==> src/rtl/alu_op_decoder.sv <==
// alu_op_decoder: registered RV32I decode/issue stage in front of the ALU.
// Accepts an instruction word with its PC and register read data, and issues
// an ALU operation, operands, destination register and an illegal flag.
//
// Handshake (both sides): a transfer happens on a rising clk_i edge where
// valid and ready are both high. A held output bundle does not change while
// out_valid_o=1 and out_ready_i=0. flush_i empties the stage on the next edge
// and takes priority over any transfer on that edge.
//
// Configuration macro: ALU_DEC_SKID_EN
//   defined   : two-entry skid buffer (EMPTY/ONE/TWO), registered in_ready_o.
//   undefined : single output register, in_ready_o = !out_valid_o || out_ready_i.
// dbg_state_o reports occupancy state (EMPTY=0, ONE=1, TWO=2).
module alu_op_decoder #(
    parameter int XLEN       = 32,
    parameter int DATA_WIDTH = XLEN
) (
    input  logic                  clk_i,
    input  logic                  rst_ni,
    input  logic                  flush_i,
    input  logic                  in_valid_i,
    output logic                  in_ready_o,
    input  logic [31:0]           instr_i,
    input  logic [DATA_WIDTH-1:0] pc_i,
    input  logic [DATA_WIDTH-1:0] rs1_data_i,
    input  logic [DATA_WIDTH-1:0] rs2_data_i,
    output logic                  out_valid_o,
    input  logic                  out_ready_i,
    output logic [3:0]            alu_op_o,
    output logic [DATA_WIDTH-1:0] operand_a_o,
    output logic [DATA_WIDTH-1:0] operand_b_o,
    output logic [4:0]            rd_addr_o,
    output logic                  illegal_instr_o,
    output logic [1:0]            dbg_state_o
);

    typedef enum logic [3:0] {
        ALU_OP_ADD  = 4'd0,
        ALU_OP_SUB  = 4'd1,
        ALU_OP_SLL  = 4'd2,
        ALU_OP_SLT  = 4'd3,
        ALU_OP_SLTU = 4'd4,
        ALU_OP_XOR  = 4'd5,
        ALU_OP_SRL  = 4'd6,
        ALU_OP_SRA  = 4'd7,
        ALU_OP_OR   = 4'd8,
        ALU_OP_AND  = 4'd9,
        ALU_OP_LUI  = 4'd10
    } alu_op_e;

    typedef struct packed {
        alu_op_e               op;
        logic [DATA_WIDTH-1:0] a;
        logic [DATA_WIDTH-1:0] b;
        logic [4:0]            rd;
        logic                  ill;
    } bundle_t;

    localparam logic [6:0] OPC_OP     = 7'b0110011;
    localparam logic [6:0] OPC_OP_IMM = 7'b0010011;
    localparam logic [6:0] OPC_LUI    = 7'b0110111;
    localparam logic [6:0] OPC_AUIPC  = 7'b0010111;
    localparam logic [6:0] OPC_LOAD   = 7'b0000011;
    localparam logic [6:0] OPC_STORE  = 7'b0100011;
    localparam logic [6:0] OPC_JALR   = 7'b1100111;
    localparam logic [6:0] OPC_JAL    = 7'b1101111;
    localparam logic [6:0] OPC_BRANCH = 7'b1100011;

    localparam logic [6:0] F7_BASE = 7'b0000000;
    localparam logic [6:0] F7_ALT  = 7'b0100000;

    logic [6:0] opcode;
    logic [2:0] funct3;
    logic [6:0] funct7;

    assign opcode = instr_i[6:0];
    assign funct3 = instr_i[14:12];
    assign funct7 = instr_i[31:25];

    // Immediates are formed at 32 bits and sign-extended to the operand width.
    logic signed [31:0]    imm_i32, imm_s32, imm_u32, imm_j32;
    logic [DATA_WIDTH-1:0] imm_i, imm_s, imm_u, imm_j, shamt;

    assign imm_i32 = {{20{instr_i[31]}}, instr_i[31:20]};
    assign imm_s32 = {{20{instr_i[31]}}, instr_i[31:25], instr_i[11:7]};
    assign imm_u32 = {instr_i[31:12], 12'b0};
    assign imm_j32 = {{12{instr_i[31]}}, instr_i[19:12], instr_i[20], instr_i[30:21], 1'b0};

    assign imm_i = DATA_WIDTH'(imm_i32);
    assign imm_s = DATA_WIDTH'(imm_s32);
    assign imm_u = DATA_WIDTH'(imm_u32);
    assign imm_j = DATA_WIDTH'(imm_j32);
    // Shift-immediates carry only the shift amount so the ALU sees a clean count.
    assign shamt = DATA_WIDTH'(instr_i[24:20]);

    // Map funct3 to the base (non-alternate) register/immediate ALU operation.
    alu_op_e base_op;
    always_comb begin
        base_op = ALU_OP_ADD;
        case (funct3)
            3'b000:  base_op = ALU_OP_ADD;
            3'b001:  base_op = ALU_OP_SLL;
            3'b010:  base_op = ALU_OP_SLT;
            3'b011:  base_op = ALU_OP_SLTU;
            3'b100:  base_op = ALU_OP_XOR;
            3'b101:  base_op = ALU_OP_SRL;
            3'b110:  base_op = ALU_OP_OR;
            default: base_op = ALU_OP_AND;
        endcase
    end

    // Combinational decode of the incoming bundle; only ever captured into registers.
    bundle_t dec;
    always_comb begin
        dec     = '0;
        dec.op  = ALU_OP_ADD;
        dec.rd  = instr_i[11:7];
        dec.ill = 1'b0;
        case (opcode)
            OPC_OP: begin
                dec.a = rs1_data_i;
                dec.b = rs2_data_i;
                if (funct7 == F7_BASE) begin
                    dec.op = base_op;
                end else if (funct7 == F7_ALT && funct3 == 3'b000) begin
                    dec.op = ALU_OP_SUB;
                end else if (funct7 == F7_ALT && funct3 == 3'b101) begin
                    dec.op = ALU_OP_SRA;
                end else begin
                    // Includes funct7 0000001: M-extension ops belong to the mul/div unit.
                    dec.ill = 1'b1;
                end
            end
            OPC_OP_IMM: begin
                dec.a  = rs1_data_i;
                dec.b  = imm_i;
                dec.op = base_op;
                if (funct3 == 3'b001) begin
                    dec.b = shamt;
                    if (funct7 != F7_BASE) dec.ill = 1'b1;
                end else if (funct3 == 3'b101) begin
                    dec.b = shamt;
                    if (funct7 == F7_BASE)     dec.op  = ALU_OP_SRL;
                    else if (funct7 == F7_ALT) dec.op  = ALU_OP_SRA;
                    else                       dec.ill = 1'b1;
                end
            end
            OPC_LUI: begin
                dec.op = ALU_OP_LUI;
                dec.b  = imm_u;
            end
            OPC_AUIPC: begin
                dec.a = pc_i;
                dec.b = imm_u;
            end
            OPC_LOAD: begin
                dec.a = rs1_data_i;
                dec.b = imm_i;
            end
            OPC_STORE: begin
                dec.a = rs1_data_i;
                dec.b = imm_s;
            end
            OPC_JALR: begin
                dec.a = rs1_data_i;
                dec.b = imm_i;
                if (funct3 != 3'b000) dec.ill = 1'b1;
            end
            OPC_JAL: begin
                dec.a = pc_i;
                dec.b = imm_j;
            end
            OPC_BRANCH: begin
                dec.a = rs1_data_i;
                dec.b = rs2_data_i;
                case (funct3)
                    3'b000, 3'b001: dec.op  = ALU_OP_SUB;
                    3'b100, 3'b101: dec.op  = ALU_OP_SLT;
                    3'b110, 3'b111: dec.op  = ALU_OP_SLTU;
                    default:        dec.ill = 1'b1;
                endcase
            end
            default: dec.ill = 1'b1;
        endcase
        // Illegal bundles still issue, but with a neutral payload.
        if (dec.ill) begin
            dec.op = ALU_OP_ADD;
            dec.a  = '0;
            dec.b  = '0;
            dec.rd = '0;
        end
    end

    bundle_t main_q;
    logic    out_valid_q;
    logic    in_fire;
    logic    out_fire;

    assign out_fire = out_valid_q && out_ready_i;

`ifdef ALU_DEC_SKID_EN
    typedef enum logic [1:0] {
        ST_EMPTY = 2'd0,
        ST_ONE   = 2'd1,
        ST_TWO   = 2'd2
    } state_e;

    state_e  state_q;
    bundle_t skid_q;
    logic    in_ready_q;

    assign in_fire = in_valid_i && in_ready_q;

    // Skid FSM: main_q drives the outputs, skid_q holds the second (younger) bundle.
    always_ff @(posedge clk_i or negedge rst_ni) begin
        if (!rst_ni) begin
            state_q     <= ST_EMPTY;
            in_ready_q  <= 1'b1;
            out_valid_q <= 1'b0;
            main_q      <= '0;
            main_q.op   <= ALU_OP_ADD;
            skid_q      <= '0;
        end else if (flush_i) begin
            state_q     <= ST_EMPTY;
            in_ready_q  <= 1'b1;
            out_valid_q <= 1'b0;
        end else begin
            case (state_q)
                ST_EMPTY: begin
                    if (in_fire) begin
                        main_q      <= dec;
                        out_valid_q <= 1'b1;
                        state_q     <= ST_ONE;
                    end
                end
                ST_ONE: begin
                    if (in_fire && out_fire) begin
                        main_q <= dec;
                    end else if (in_fire) begin
                        skid_q     <= dec;
                        in_ready_q <= 1'b0;
                        state_q    <= ST_TWO;
                    end else if (out_fire) begin
                        out_valid_q <= 1'b0;
                        state_q     <= ST_EMPTY;
                    end
                end
                ST_TWO: begin
                    if (out_fire) begin
                        main_q     <= skid_q;
                        in_ready_q <= 1'b1;
                        state_q    <= ST_ONE;
                    end
                end
                default: begin
                    state_q     <= ST_EMPTY;
                    in_ready_q  <= 1'b1;
                    out_valid_q <= 1'b0;
                end
            endcase
        end
    end

    assign in_ready_o  = in_ready_q;
    assign dbg_state_o = state_q;
`else
    logic in_ready;

    assign in_ready = !out_valid_q || out_ready_i;
    assign in_fire  = in_valid_i && in_ready;

    // Single output register: load on accept, empty on transfer without refill.
    always_ff @(posedge clk_i or negedge rst_ni) begin
        if (!rst_ni) begin
            out_valid_q <= 1'b0;
            main_q      <= '0;
            main_q.op   <= ALU_OP_ADD;
        end else if (flush_i) begin
            out_valid_q <= 1'b0;
        end else if (in_fire) begin
            main_q      <= dec;
            out_valid_q <= 1'b1;
        end else if (out_fire) begin
            out_valid_q <= 1'b0;
        end
    end

    assign in_ready_o  = in_ready;
    assign dbg_state_o = {1'b0, out_valid_q};
`endif

    assign out_valid_o     = out_valid_q;
    assign alu_op_o        = main_q.op;
    assign operand_a_o     = main_q.a;
    assign operand_b_o     = main_q.b;
    assign rd_addr_o       = main_q.rd;
    assign illegal_instr_o = main_q.ill;

endmodule

==> config.mk <==
export PLATFORM = sky130hd
export DESIGN_NAME = alu_op_decoder
export DESIGN_NICKNAME = d
export VERILOG_FILES = /design/src/rtl/alu_op_decoder.sv
export SDC_FILE = /design/constraint.sdc
export NUM_CORES = 1
export LEC_CHECK = 0
export CAP_MARGIN = 20
export CORE_MARGIN = 1.5
export CORE_UTILIZATION = 43
export CTS_BUF_LIST = sky130_fd_sc_hd__clkbuf_4 sky130_fd_sc_hd__clkbuf_8
export DETAILED_ROUTE_END_ITERATION = 7
export PLACE_DENSITY_LB_ADDON = 0.05
export SYNTH_ARGS = -nofsm -noshare
export SYNTH_HDL_FRONTEND = slang
export SYNTH_SLANG_ARGS = --single-unit
==> constraint.sdc <==
create_clock -name clk_i -period 2.65 [get_ports clk_i]
set_clock_uncertainty 0.2 [all_clocks]
set_input_delay 0.53 -clock clk_i [delete_from_list [all_inputs] [get_ports clk_i]]
set_output_delay 0.53 -clock clk_i [all_outputs]
set_load 0.1 [all_outputs]
==> metrics, run 1 <==
RR Endpoint operand_b_o[21]; Multi-input gate area 0.00235 sq mm; grt total ovfl 0; CORE AREA 0.00986 sq mm; Die ar. 0.0109 sq mm; Antenna Cells 0; Critical Path Start instr_i[2]; Peak VDD IR 433 uV; critical path class primary input to register; Avg Cell Area, Syn 10.1 sq um; MaxCap Viol Count 0; antenna violations before repair 0; remaining antenna violation count after routing 0; Yosys cell types 47; GPL Wtd Cong 0.905; IO Port Bufs 209; Die H 105 um; total nets after synthesis 573; cell leakage power 2.97 nW; Final Slew Violations 0; row count 36; WHS 0.284 ns; Detailed Route Iter0 Violations 270; Synth Flop Type dfrtp_1; Clock Latency Late Sink 0.35 ns; setup slack after layout 0.0673 ns; synthesized cell area 0.00443 sq mm; EDFF count, synth 0; Seq/Total Area, Yosys 0.423; Register Area 0.00188 sq mm; total CTS buffers 9; cell count after synthesis 440; Rel. slew slack 0.557; setup TNS 0 ns; crit-path max FO 26; total power 3.13 mW; Synth area leader dfrtp_1; Final nets 804; Final min period 2.58 ns; DP Wirelength 10700 um; via count 4489; total wire length 14300 um; GRT Total Usage 0.258; IO Count 211; Die Wd 105 um; reg2reg setup slack 0.60 ns; Synth async-reset ratio 1.00; largest net degree at the start of global routing 50; Clock transition at path regs 0.09 ns; period utilisation layout 0.975; R2R depth 6; Min-Delay Path Class register to register; vias in the first global route 4295; first-pass GRT wire length 22400 um; Vias/cell 5.55; RSZ-0062 raised after global routing true; top cells by count, synth dfrtp_1, nand2_1, a22oi_1; clk buf depth 2; layout cells sized above 1 0.330; synthesis-stage register bit count 75; crit path DAT 2.65 ns; post-synth top area share 0.423; synth warn 0; critical path launch point type primary input; CTS root buf clkbuf_8; post-route DRC violation count 0; # clock sinks 75; Pre-Repair DR Iteration Count 7; CTS H-tree lvls 3; Fill cells 767; pre-CTS WS -0.329 ns; Crit. End Element register; WL/cell 17.6 um; worst r2r src out_valid_o; total setup buffers inserted after CTS 0; most frequent cell after synthesis dfrtp_1; status completed; CTS tree yes; Slew @ Worst Pin 0.663 ns; fmax 387 MHz; Critical Path RT 2.72 ns; initial core utilization 0.449; Power Density 443 mW/mm^2; synth top area cells dfrtp_1, o31ai_2, a22oi_1; # setup viols final 0; final count of hold timing violations 0; area delta synth->final 59.6%; CP endpoint operand_a_o[11]
state kept, by name, summed over array words and instances (netlist names):
register,count
operand_b_o,32
operand_a_o,32
rd_addr_o,5
illegal_instr_o,1
alu_op_o,4
out_valid_o,1
critical path, stage by stage:
cell	delay, ns
clkdlybuf4s50_1	0.54
a211o_1	0.34
a221o_1	0.34
or3_4	0.41
buf_12	0.20
o31ai_2	0.26
routing by layer:
layer | part of all wire | vias up | GRT usage
li1 | - | 2129 | -
met1 | 0.43 | 2163 | 0.338
met2 | 0.48 | 179 | 0.425
met3 | 0.068 | 18 | 0.0586
met4 | 0.015 | 0 | 0.0744
met5 | 0 | - | 0
cells by family after synthesis:
family	share of synthesized area
AND/OR/NAND/NOR	0.133
multiplexers	0.0158
other	0.000846
buffers and inverters	0.0576
AO/OA/AOI/OAI	0.364
XOR/XNOR	0.00593
flip-flops	0.423
cell usage in the layout, fill, tap and decap left out, types with 12 or more instances in the layout:
| cell | count |
|---|---|
| buf_12 | 12 |
| dfrtp_1 | 74 |
| a22oi_1 | 54 |
| nor2_1 | 26 |
| o31ai_2 | 43 |
| nand2_1 | 73 |
| a221oi_2 | 12 |
| clkdlybuf4s50_1 | 131 |
| buf_4 | 122 |
| o21ai_0 | 16 |
final cells by class:
class / count / share of cell area
timing repair buffer: 266 / 0.350
multi-input combinational: 316 / 0.332
sequential: 75 / 0.266
tap: 133 / 0.0235
clock buffer: 12 / 0.0225
clock inverter: 4 / 0.00460
inverter: 3 / 0.00212
worst min-delay path by stage:
stage	slack, ns	start	endpoint	cells past startpoint
after floorplan	0.03	rst_ni	alu_op_o[0]	0
after global placement	0.27	rd_addr_o[4]	rd_addr_o[4]	2
after detailed placement	0.27	rd_addr_o[1]	rd_addr_o[1]	2
after CTS	0.29	rd_addr_o[1]	rd_addr_o[1]	2
after global routing	0.30	rd_addr_o[2]	rd_addr_o[2]	2
final	0.28	rd_addr_o[1]	rd_addr_o[1]	2
power by group:
part           internal, mW  switching (mW)
sequential             1.19          0.0293
combinational         0.385           0.665
clock                 0.407           0.451
through the flow:
stage | instance area [sq um] | cells | util
after detailed placement | 6850 | 792 | 0.694
after floorplan | 4440 | 440 | -
after global placement | 6850 | 792 | 0.694
final | 7080 | 809 | 0.717
after CTS | 7050 | 809 | 0.714
after global routing | 7080 | 809 | 0.717
timing repair:
action                     in CTS  in global routing
hold buffers                    1                  0
gates resized for setup         0                  5
setup endpoints to repair       0                 42
hold endpoints to repair       42                  0
No activity file was read; power rests on OpenSTA's default activity.
==> run 2: changes to the inputs <==
PLACE_DENSITY = 0.81   (was unset)
PLACE_DENSITY_LB_ADDON = unset   (was 0.05)
==> metrics, run 2 (same netlist as run 1, synthesis figures left out) <==
antenna violations before repair 0 (unchanged); Crit. End Element register (unchanged); placed insts 803 (was 792); Final nets 815 (was 804); largest net degree at the start of global routing 42 (was 50); Final min period 2.62 ns (was 2.58 ns); most frequent cells in the layout buf_4, clkdlybuf4s50_1, dfrtp_1 (was clkdlybuf4s50_1, buf_4, dfrtp_1); IO Port Bufs 209 (unchanged); DP Wirelength 11800 um (was 10700 um); Die Wd 105 um (unchanged); layout cells sized above 1 0.339 (was 0.330); Die H 105 um (unchanged); WL/cell 18.6 um (was 17.6 um); IO Count 211 (unchanged); critical path class primary input to register (unchanged); area delta synth->final 63.0% (was 59.6%); commonest non-fill, non-tap cell in the layout buf_4 (was clkdlybuf4s50_1); total power 3.48 mW (was 3.13 mW); final count of hold timing violations 0 (unchanged); via count 4565 (was 4489); Final Slew Violations 0 (unchanged); status completed (unchanged); crit-path max FO 21 (was 26); setup slack after layout 0.0339 ns (was 0.0673 ns); Die ar. 0.0109 sq mm (unchanged); total CTS buffers 9 (unchanged); initial core utilization 0.449 (unchanged); GPL Wtd Cong 0.925 (was 0.905); CTS tree yes (unchanged); period utilisation layout 0.987 (was 0.975); first-pass GRT wire length 24000 um (was 22400 um); grt total ovfl 0 (unchanged); Rel. slew slack 0.543 (was 0.557); delay of the slowest critical-path stage 0.51 ns (was 0.54 ns); Critical Path RT 2.71 ns (was 2.72 ns); total wire length 15200 um (was 14300 um); # setup viols final 0 (unchanged); hold_sp illegal_instr_o (was rd_addr_o[1]); Clock transition at path regs 0.09 ns (about the same); critical path launch point type primary input (unchanged); Pre-Repair DR Iteration Count 6 (was 7); Peak VDD IR 407 uV (was 433 uV); vias in the first global route 4571 (was 4295); Critical path buffers and inverters 2 (unchanged); # clock sinks 75 (unchanged); CTS H-tree lvls 3 (unchanged); Slew @ Worst Pin 0.680 ns (was 0.663 ns); Fill cells 724 (was 767); fmax 382 MHz (was 387 MHz); Slowest-stage cell, CP clkdlybuf4s50_1 (unchanged); Vias/cell 5.57 (was 5.55); CTS root buf clkbuf_8 (unchanged); clk buf depth 2 (unchanged); GRT Total Usage 0.276 (was 0.258); post-route DRC violation count 0 (unchanged); Clock Latency Late Sink 0.34 ns (was 0.35 ns); worst-path cell chain clkdlybuf4s50_1 -> and3b_1 -> and2_0 -> a221o_1 -> or3_4 -> buf_12 -> a221oi_4 (was clkdlybuf4s50_1 -> a211o_1 -> a221o_1 -> or3_4 -> buf_12 -> o31ai_2); cell leakage power 3.06 nW (was 2.97 nW); Crit path max-delay family simple AND/OR/NAND/NOR gates (was compound AO/OA/AOI/OAI gates); CORE AREA 0.00986 sq mm (unchanged); WHS 0.286 ns (was 0.284 ns); remaining antenna violation count after routing 0 (unchanged); Min-Delay Path Class register to register (unchanged); pre-CTS WS -0.348 ns (was -0.329 ns); RSZ-0062 raised after global routing true (unchanged); Detailed Route Iter0 Violations 267 (was 270); crit path DAT 2.68 ns (was 2.65 ns); row count 36 (unchanged); worst r2r src out_valid_o (unchanged); Power Density 482 mW/mm^2 (was 443 mW/mm^2); MaxCap Viol Count 0 (unchanged); Antenna Cells 0 (unchanged); final non-filler cell total 820 (was 809); Critical Path Start instr_i[4] (was instr_i[2])
## run 2: cell count changes in the layout (fill, tap and decap cells not counted), moves of 2 or more
cell,previous run,this run
clkinvlp_4,3,1
o31ai_4,2,4
buf_4,122,136
o31ai_2,43,41
bufinv_16,0,4
clkbuf_8,11,9
buf_12,12,9
a221oi_2,12,10
## run 2: what timing repair did
item                                   4_1_cts  5_1_grt
setup endpoints to repair                    2       49
endpoints found under the hold margin       39        0
pin swaps                                    1        1
setup buffers                                0        0
gates resized for setup                      0        6
hold buffers                                 1        0
## run 2: worst paths after layout
path                              endpoint  depth (start not counted)  slack [ns]
setup / recovery           operand_b_o[22]                          7        0.03
hold / removal             illegal_instr_o                          2        0.29
setup reg to reg           operand_a_o[16]                          7        0.62
hold reg to reg            illegal_instr_o                          2        0.29
max in group asynchronous  operand_b_o[14]                          3        1.08
min in group asynchronous  operand_a_o[14]                          2        0.51
## run 2: layout make-up
| class | instances | area (sq um) | share of cell area |
|---|---|---|---|
| tap | 133 | 166 | 0.0230 |
| clock buffer | 9 | 124 | 0.0171 |
| multi-input combinational | 316 | 2370 | 0.328 |
| timing repair buffer | 277 | 2520 | 0.349 |
| inverter | 3 | 15.0 | 0.00208 |
| sequential | 75 | 1880 | 0.260 |
| clock inverter | 7 | 149 | 0.0206 |
## run 2: worst reg2reg max path, cell delays in order (launching register included)
cell and delay [ns]:
dfrtp_4 0.42, nor2b_2 0.24, clkinvlp_4 0.16, nand3b_1 0.23, buf_12 0.20, buf_12 0.26, nand2_1 0.17, o31ai_4 0.08
## run 2: layer usage
metal / GRT usage / share of wire / vias to the layer above
met5: 0 / 0 / -
met1: 0.350 / 0.41 / 2210
li1: - / - / 2150
met3: 0.0568 / 0.068 / 21
met2: 0.479 / 0.50 / 184
met4: 0.0704 / 0.016 / 0
## run 2: where the power goes
group	switching, mW	internal (mW)
logic	0.675	0.390
clock network	0.458	0.731
registers	0.0358	1.19
total	1.17	2.31
## run 2: per-stage QoR
stage,instance area (sq um),utilization,setup TNS [ns]
after detailed placement,6890,0.699,-20.55
after global routing,7230,0.732,-0.0550
after CTS,7170,0.727,0
after global placement,6890,0.699,-15.75
final,7230,0.732,0
after floorplan,4440,-,-2.86
==> run 3: changes to the inputs <==
CORE_ASPECT_RATIO = 1.5   (was unset)
CORE_UTILIZATION = 46   (was 43)
PLACE_DENSITY = 0.86   (was 0.81)
clock period = 3.3 ns   (was 2.65 ns; I/O delays follow)
==> metrics, run 3 (same netlist as run 1, synthesis figures left out) <==
crit-path max FO 10 (was 21); CTS H-tree lvls 3 (unchanged); IO Count 211 (unchanged); switching power 0.894 mW (was 1.17 mW); Slowest-stage cell, CP o31ai_2 (was clkdlybuf4s50_1); Die Wd 83.2 um (was 105 um); area delta synth->final 52.9% (was 63.0%); Register Area 0.00188 sq mm (about the same); vias in the first global route 4508 (was 4571); IO Port Bufs 209 (unchanged); Clock Latency Late Sink 0.35 ns (was 0.34 ns); Clock transition at path regs 0.08 ns (was 0.09 ns); post-route DRC violation count 0 (unchanged); period utilisation layout 0.869; Gate power share 0.317 (was 0.306); CTS root buf clkbuf_8 (unchanged); GPL Wtd Cong 0.911 (was 0.925); Crit path max-delay family compound AO/OA/AOI/OAI gates (was simple AND/OR/NAND/NOR gates); Critical path buffers and inverters 1 (was 2); worst-path cell chain clkdlybuf4s50_1 -> nand2b_1 -> nand2_1 -> a221o_1 -> o31ai_2 -> o221a_2 (was clkdlybuf4s50_1 -> and3b_1 -> and2_0 -> a221o_1 -> or3_4 -> buf_12 -> a221oi_4); GRT Total Usage 0.288 (was 0.276); fmax 349 MHz; Post-CTS Hold Fix Bufs 0 (was 1); first-pass GRT wire length 23200 um (was 24000 um); total power 2.57 mW (was 3.48 mW); Vias/cell 5.83 (was 5.57); crit path DAT 2.96 ns (was 2.68 ns); Final min period 2.87 ns; Min-Delay Path Class primary input to asynchronous set/reset pin (was register to register); most frequent cells in the layout clkdlybuf4s50_1, buf_4, dfrtp_1 (was buf_4, clkdlybuf4s50_1, dfrtp_1); RSZ-0062 raised after global routing false (was true); Multi-input gate area 0.00231 sq mm (was 0.00237 sq mm); Antenna Cells 0 (unchanged); Peak VDD IR 336 uV (was 407 uV); Final nets 779 (was 815); critical path class primary input to register (unchanged); total setup buffers inserted after CTS 0 (unchanged); Power Density 379 mW/mm^2 (was 482 mW/mm^2); Int Pwr 1.67 mW (was 2.31 mW); placed insts 747 (was 803); layout cells sized above 1 0.297 (was 0.339); worst r2r src out_valid_o (unchanged); Critical Path RT 3.39 ns (was 2.71 ns); DP Wirelength 11200 um (was 11800 um); initial core utilization 0.476 (was 0.449); total wire length 14500 um (was 15200 um); Die ar. 0.0102 sq mm (was 0.0109 sq mm); remaining antenna violation count after routing 0 (unchanged); final non-filler cell total 762 (was 820); Net Sw Frac 0.348 (was 0.336); cell leakage power 2.85 nW (was 3.06 nW); Pre-Repair DR Iteration Count 4 (was 6); Slew @ Worst Pin 0.971 ns (was 0.680 ns); Die H 123 um (was 105 um); setup TNS 0 ns (unchanged); row count 43 (was 36); Final Slew Violations 0 (unchanged); total CTS buffers 9 (unchanged); delay of the slowest critical-path stage 0.73 ns (was 0.51 ns); WHS 0.230 ns (was 0.286 ns); # clock sinks 75 (unchanged); largest net degree at the start of global routing 76 (was 42); grt total ovfl 0 (unchanged); R2R depth 6 (was 7); commonest non-fill, non-tap cell in the layout clkdlybuf4s50_1 (was buf_4); status completed (unchanged); Reg power frac 0.383 (was 0.353); WL/cell 19.1 um (was 18.6 um); clk buf depth 2 (unchanged); Detailed Route Iter0 Violations 294 (was 267); antenna violations before repair 0 (unchanged); final count of hold timing violations 0 (unchanged); reg2reg setup slack 1.34 ns (was 0.62 ns); clock power share 0.300 (was 0.341); MaxCap Viol Count 0 (unchanged); # setup viols final 0 (unchanged); via count 4446 (was 4565); CTS tree yes (unchanged); Post-CTS Resized 0 (unchanged); RR Endpoint operand_a_o[24] (was operand_a_o[16]); CORE AREA 0.00931 sq mm (was 0.00986 sq mm); Rel. slew slack 0.353 (was 0.543); Crit. End Element register (unchanged); critical path launch point type primary input (unchanged); Fill cells 711 (was 724)
run 3: worst max-delay path by stage:
stage | start | to | slack (ns) | depth (start not counted)
global placement | instr_i[14] | operand_b_o[15] | 0.10 | 6
global route | instr_i[14] | operand_b_o[11] | 0.29 | 6
finish | instr_i[14] | operand_b_o[16] | 0.43 | 6
floorplan | out_valid_o | operand_a_o[0] | 0.19 | 7
CTS | instr_i[14] | operand_b_o[14] | 0.46 | 6
detailed placement | instr_i[14] | operand_b_o[21] | 0.11 | 7
run 3: per-stage QoR:
step | instance area [sq um] | setup slack (ns) | utilization
global route | 6780 | 0.290 | 0.728
CTS | 6780 | 0.464 | 0.728
finish | 6780 | 0.431 | 0.728
detailed placement | 6570 | 0.111 | 0.706
global placement | 6570 | 0.104 | 0.706
floorplan | 4430 | 0.193 | -
run 3: layer usage:
layer  GRT usage  vias to the layer above  part of all wire
met3      0.0567                       22             0.053
met4       0.116                        0             0.023
met2       0.513                      165              0.54
met1       0.342                     2176              0.39
met5           0                        -                 0
li1            -                     2083                 -
run 3: power by group through the flow:
stage                     Sequential (mW)  Combinational, mW  Clock (mW)
final                               0.984              0.813       0.769
after CTS                           0.984              0.816       0.784
after floorplan                      1.30              0.193           0
after global placement               1.00              0.802           0
after detailed placement             1.00              0.814           0
after global routing                0.989              0.852       0.823
run 3: layout make-up:
cell class | count | area share
clock buffer | 10 | 0.0194
clock inverter | 5 | 0.0116
inverter | 3 | 0.00166
multi-input combinational | 316 | 0.342
sequential | 75 | 0.277
tap | 112 | 0.0207
timing repair buffer | 241 | 0.328
==> patch 1: new RTL, config.mk and constraints of run 2 <==
Add a define of `ALU_DEC_SKID_EN`.
--- a/src/rtl/alu_op_decoder.sv
+++ b/src/rtl/alu_op_decoder.sv
@@ -13,2 +13,4 @@
 // dbg_state_o reports occupancy state (EMPTY=0, ONE=1, TWO=2).
+`define ALU_DEC_SKID_EN
+
 module alu_op_decoder #(
Behaviour: not the same (a bounded check fails within 4 cycles, from zero or initial values and one cycle with rst_ni low).
==> patch 1 against run 2 <==
- routed wire length increased by 58%
- non-clock buffer count increased by 19
- area after synthesis up 66%
- sequential cell count up 77
- first-iteration DRC count grew 130%
- sequential share of layout area increased by 9.8 points
- worst setup slack improved by 0.060 ns
- design area grew 47%
- total power rose to 3.1 times the old value
- highest routed layer unchanged
==> patch 1: results (changes against run 2) <==
detailed_routing:
  vias: 7334  # +61%
  drt_iter0_drc: 610  # +130%
  ant_nets: 0  # unchanged
  dr.pass1.iters: 5  # -1
  wire_per_inst_um: 19.1  # +2.7%
cts:
  clock_path_buffers: 2  # unchanged
  post_cts_buffers: 0  # unchanged
  holdBufCountCts: 1  # unchanged
  htreeDepth: 4  # +1
  clk_latency_ns: 0.47  # +0.13 ns
  cts_buffers: 17  # +8
  cts_resized: 0  # unchanged
synthesis:
  syn-num-nets: 918  # +60%
  yosys-top-cells-area: "dfrtp_1 (51%), o22ai_1 (6.3%), a21oi_1 (5.4%), nor2_1 (5.0%), nand2_1 (4.0%)"
  synth_warnings: 0  # unchanged
  ys_seq_area_frac: 0.516  # +0.0930
  synth_common_cells: "dfrtp_1 (151), nor2_1 (98), a21oi_1 (80)"
  synth_cell_type_count: 58  # +23%
power:
  seq-power_w: 0.00324  # +160%
  netSwitchingFraction: 0.516  # +0.180
  p_leak_nw: 4.46  # +45%
  pg_clk_w: 0.00202  # +70%
  max-vdd-ir-drop_mv: 1.02  # +150%
  clkPwrFrac: 0.185  # -0.156
hold_path:
  hold_path.class: "reg -> reg"
grt:
  grt_max_degree: 50  # +19%
  track_usage: 0.275  # -0.000908
  grt_pass1_wl_um: 38800  # +62%
  antenna_found_initial: 0  # unchanged
place:
  dpl.hpwl_um: 17100  # +45%
  dp_worst_setup_slack_ns: -0.339  # +0.00915 ns
  gp_congestion: 0.897  # -3.1%
  port_buffers: 210  # +0.48%
sta:
  tightest_slew_ns: 0.810  # +0.129 ns
run_status:
  status: "finished clean"
final_layout:
  num-nets-final: 1165  # +43%
  drive_gt1_frac: 0.227  # -0.112
  regMostFlops: "skid_q"
worst_setup_path:
  worstPathArrival_ns: 2.69  # about the same
  cp_max_fo: 5  # -76%
patch 1: routing by layer:
| layer | wire (um) | global-route usage |
|---|---|---|
| met1 | 10500 | 0.366 |
| met2 | 11400 | 0.436 |
| met3 | 1470 | 0.0650 |
| met4 | 749 | 0.109 |
| met5 | 0 | 0 |
patch 1: metrics by stage:
step                      hold WS (ns)   util  std cells  instance area (um2)
after floorplan                 0.0344      -        785                 7370
after global placement           0.257  0.610       1232                10100
after detailed placement         0.270  0.610       1232                10100
after CTS                        0.290  0.638       1265                10600
after global routing             0.315  0.638       1265                10600
final                            0.285  0.638       1265                10600
patch 1: area by class of cell:
cell class              instances  area, um2
fillers                      1367       6030
flip-flops and latches        152       3810
clock buffers                  20        269
clock inverters                12        188
repair buffers                296       2770
well taps                     220        275
multi-input cells             552       3260
inverters                      13       48.8
patch 1: cells by family after synthesis:
group,synth area share
mux,0.00441
flops,0.516
simple gates,0.131
compound gates,0.298
xor+xnor,0.00238
buf+inv,0.0479
patch 1: worst paths after layout:
kind,cells past startpoint,slack [ns],startpoint,to
max,6,0.09,instr_i[12],operand_b_o[20]$_DFFE_PN0P_
min,2,0.28,skid_q[10]$_DFFE_PN0P_,skid_q[10]$_DFFE_PN0P_
max reg2reg,6,0.44,in_ready_o$_DFFE_PN1P_,operand_a_o[30]$_DFFE_PN0P_
min reg2reg,2,0.28,skid_q[10]$_DFFE_PN0P_,skid_q[10]$_DFFE_PN0P_
max in group asynchronous,3,1.23,rst_ni,skid_q[38]$_DFFE_PN0P_
min in group asynchronous,2,0.37,rst_ni,operand_b_o[28]$_DFFE_PN0P_
patch 1: critical path, stage by stage:
cell             delay (ns)
clkdlybuf4s50_1        0.56
nor2b_1                0.48
nand4b_1               0.23
o311ai_2               0.23
a221oi_1               0.48
o22ai_1                0.17
==> patch 2: new RTL, settings of run 2 <==
Without the edit above. Register the output `dbg_state_o`, cleared by the reset; this adds one clock of latency there. The other outputs are not delayed to match.
--- a/src/rtl/alu_op_decoder.sv
+++ b/src/rtl/alu_op_decoder.sv
@@ -288,3 +288,9 @@
     assign in_ready_o  = in_ready;
-    assign dbg_state_o = {1'b0, out_valid_q};
+    always_ff @(posedge clk_i or negedge rst_ni) begin
+        if (!rst_ni) begin
+            dbg_state_o <= '0;
+        end else begin
+            dbg_state_o <= {1'b0, out_valid_q};
+        end
+    end
 `endif
Behaviour: not the same (Yosys sat finds a counterexample within 4 cycles, from zero or initial values and one cycle with rst_ni low).
==> patch 2 against run 2 <==
- area after synthesis up 0.40%
- design area decreased by 2.4%
- hold slack lost 0.17 ns
- routed wire length down 2.8%
- maximum frequency increased by 4.3%
- total power fell by 9.2%
- sequential cell count increased by 1
- final cell count decreased by 1.3%
- worst setup slack improved by 0.11 ns
==> patch 2: results (changes against run 2) <==
run_status:
  status: "finished clean"
place:
  dpl.hpwl_um: 11400  # -3.1%
  place_area_mm2: 0.00687  # -0.36%
  gp_congestion: 0.937  # +1.3%
  placed_cells: 794  # -1.1%
synthesis:
  synth_xor_area_frac: 0.00590  # -0.0000233
  synth_compound_area_frac: 0.362  # -0.00143
  yosys-top-cells-area: "dfrtp_1 (43%), o31ai_2 (13%), a22oi_1 (9.1%), nand2_1 (6.2%), a221oi_2 (3.7%)"
  synth_fa_ha_area_frac: 0  # unchanged
  synth_common_cells: "dfrtp_1 (76), nand2_1 (73), a22oi_1 (54)"
  synth_cell_type_count: 47  # unchanged
  synth_mux_area_frac: 0.0157  # -0.0000622
  ys_seq_area_frac: 0.427  # +0.00396
detailed_routing:
  vias: 4516  # -1.1%
  dr.pass1.iters: 5  # -1
  drt_iter0_drc: 356  # +33%
  wire_per_inst_um: 18.3  # -1.4%
  wirelength_um: 14800  # -2.8%
final_layout:
  drive_gt1_frac: 0.327  # -0.0122
  num-nets-final: 805  # -1.2%
grt:
  overflow: 0  # unchanged
  track_usage: 0.267  # -0.00937
  grt_pass1_wl_um: 23100  # -3.8%
  grt_max_degree: 77  # +83%
power:
  p_leak_nw: 2.98  # -2.7%
  max-vdd-ir-drop_mv: 0.413  # +1.6%
worst_setup_path:
  rrSetupSlack_ns: 0.50  # -0.12 ns
  worstPathArrival_ns: 2.58  # -0.10 ns
  cp_max_fo: 27  # +29%
  r2r_end: "operand_b_o[31]$_DFFE_PN0P_"
  reg2regPathDepth: 6  # -1
floorplan:
  die_area_mm2: 0.0110  # +0.38%
cts:
  clk_latency_ns: 0.36  # +0.02 ns
  clk_pin_slew_worst_paths_ns: 0.08
sta:
  max_slew_margin: 0.359  # -0.184
-- patch 2: area by class of cell --
class / count / area (um2)
clock buffers: 9 / 124
clock inverters: 6 / 65.1
fillers: 747 / 2850
inverters: 3 / 15.0
multi-input cells: 316 / 2320
flip-flops and latches: 76 / 1910
well taps: 133 / 166
repair buffers: 266 / 2460
-- patch 2: power by group --
| group | switching (W) | total, W | internal, W |
|---|---|---|---|
| clock | 0.000448 | 0.000879 | 0.000431 |
| sequential | 0.0000316 | 0.00124 | 0.00121 |
| combinational | 0.000662 | 0.00104 | 0.000380 |
| total | 0.00114 | 0.00316 | 0.00202 |
-- patch 2: logic make-up (layout without fill, tap and decap cells) --
family          count (synthesis)  in the layout
compound gates                173            173
simple gates                  132            132
flops                          76             76
buf+inv                        48            284
mux                             7              7
xor+xnor                        3              3
other cells                     1              1
-- patch 2: layer usage --
layer  GRT usage  share of wire  vias up
li1            -              -     2131
met1       0.330           0.41     2156
met2       0.456           0.50      203
met3      0.0574          0.066       26
met4      0.0998          0.024        0
met5           0              0        -
-- patch 2: per-stage QoR --
stage          worst slack (ns)  power, W
5_1_grt                  0.0541   0.00328
6_report                  0.141   0.00316
2_1_floorplan           -0.0714   0.00187
3_3_place_gp             -0.245   0.00229
4_1_cts                  0.0878   0.00318
3_5_place_dp             -0.288   0.00231
-- patch 2: worst max-delay path by stage --
stage	from	endpoint	slack, ns	depth (start not counted)
6_report	instr_i[2]	operand_b_o[2]$_DFFE_PN0P_	0.14	6
5_1_grt	instr_i[4]	operand_b_o[23]$_DFFE_PN0P_	0.05	7
4_1_cts	instr_i[4]	operand_b_o[2]$_DFFE_PN0P_	0.09	7
3_5_place_dp	instr_i[4]	operand_b_o[2]$_DFFE_PN0P_	-0.29	7
3_3_place_gp	instr_i[4]	operand_b_o[24]$_DFFE_PN0P_	-0.25	7
2_1_floorplan	out_valid_o$_DFFE_PN0P_	operand_a_o[0]$_DFFE_PN0P_	-0.07	7
-- patch 2: critical path: cells and delay by family --
| family | cells | cell delay, ns |
|---|---|---|
| buf+inv | 2 | 0.72 |
| simple gates | 1 | 0.41 |
| compound gates | 3 | 0.92 |
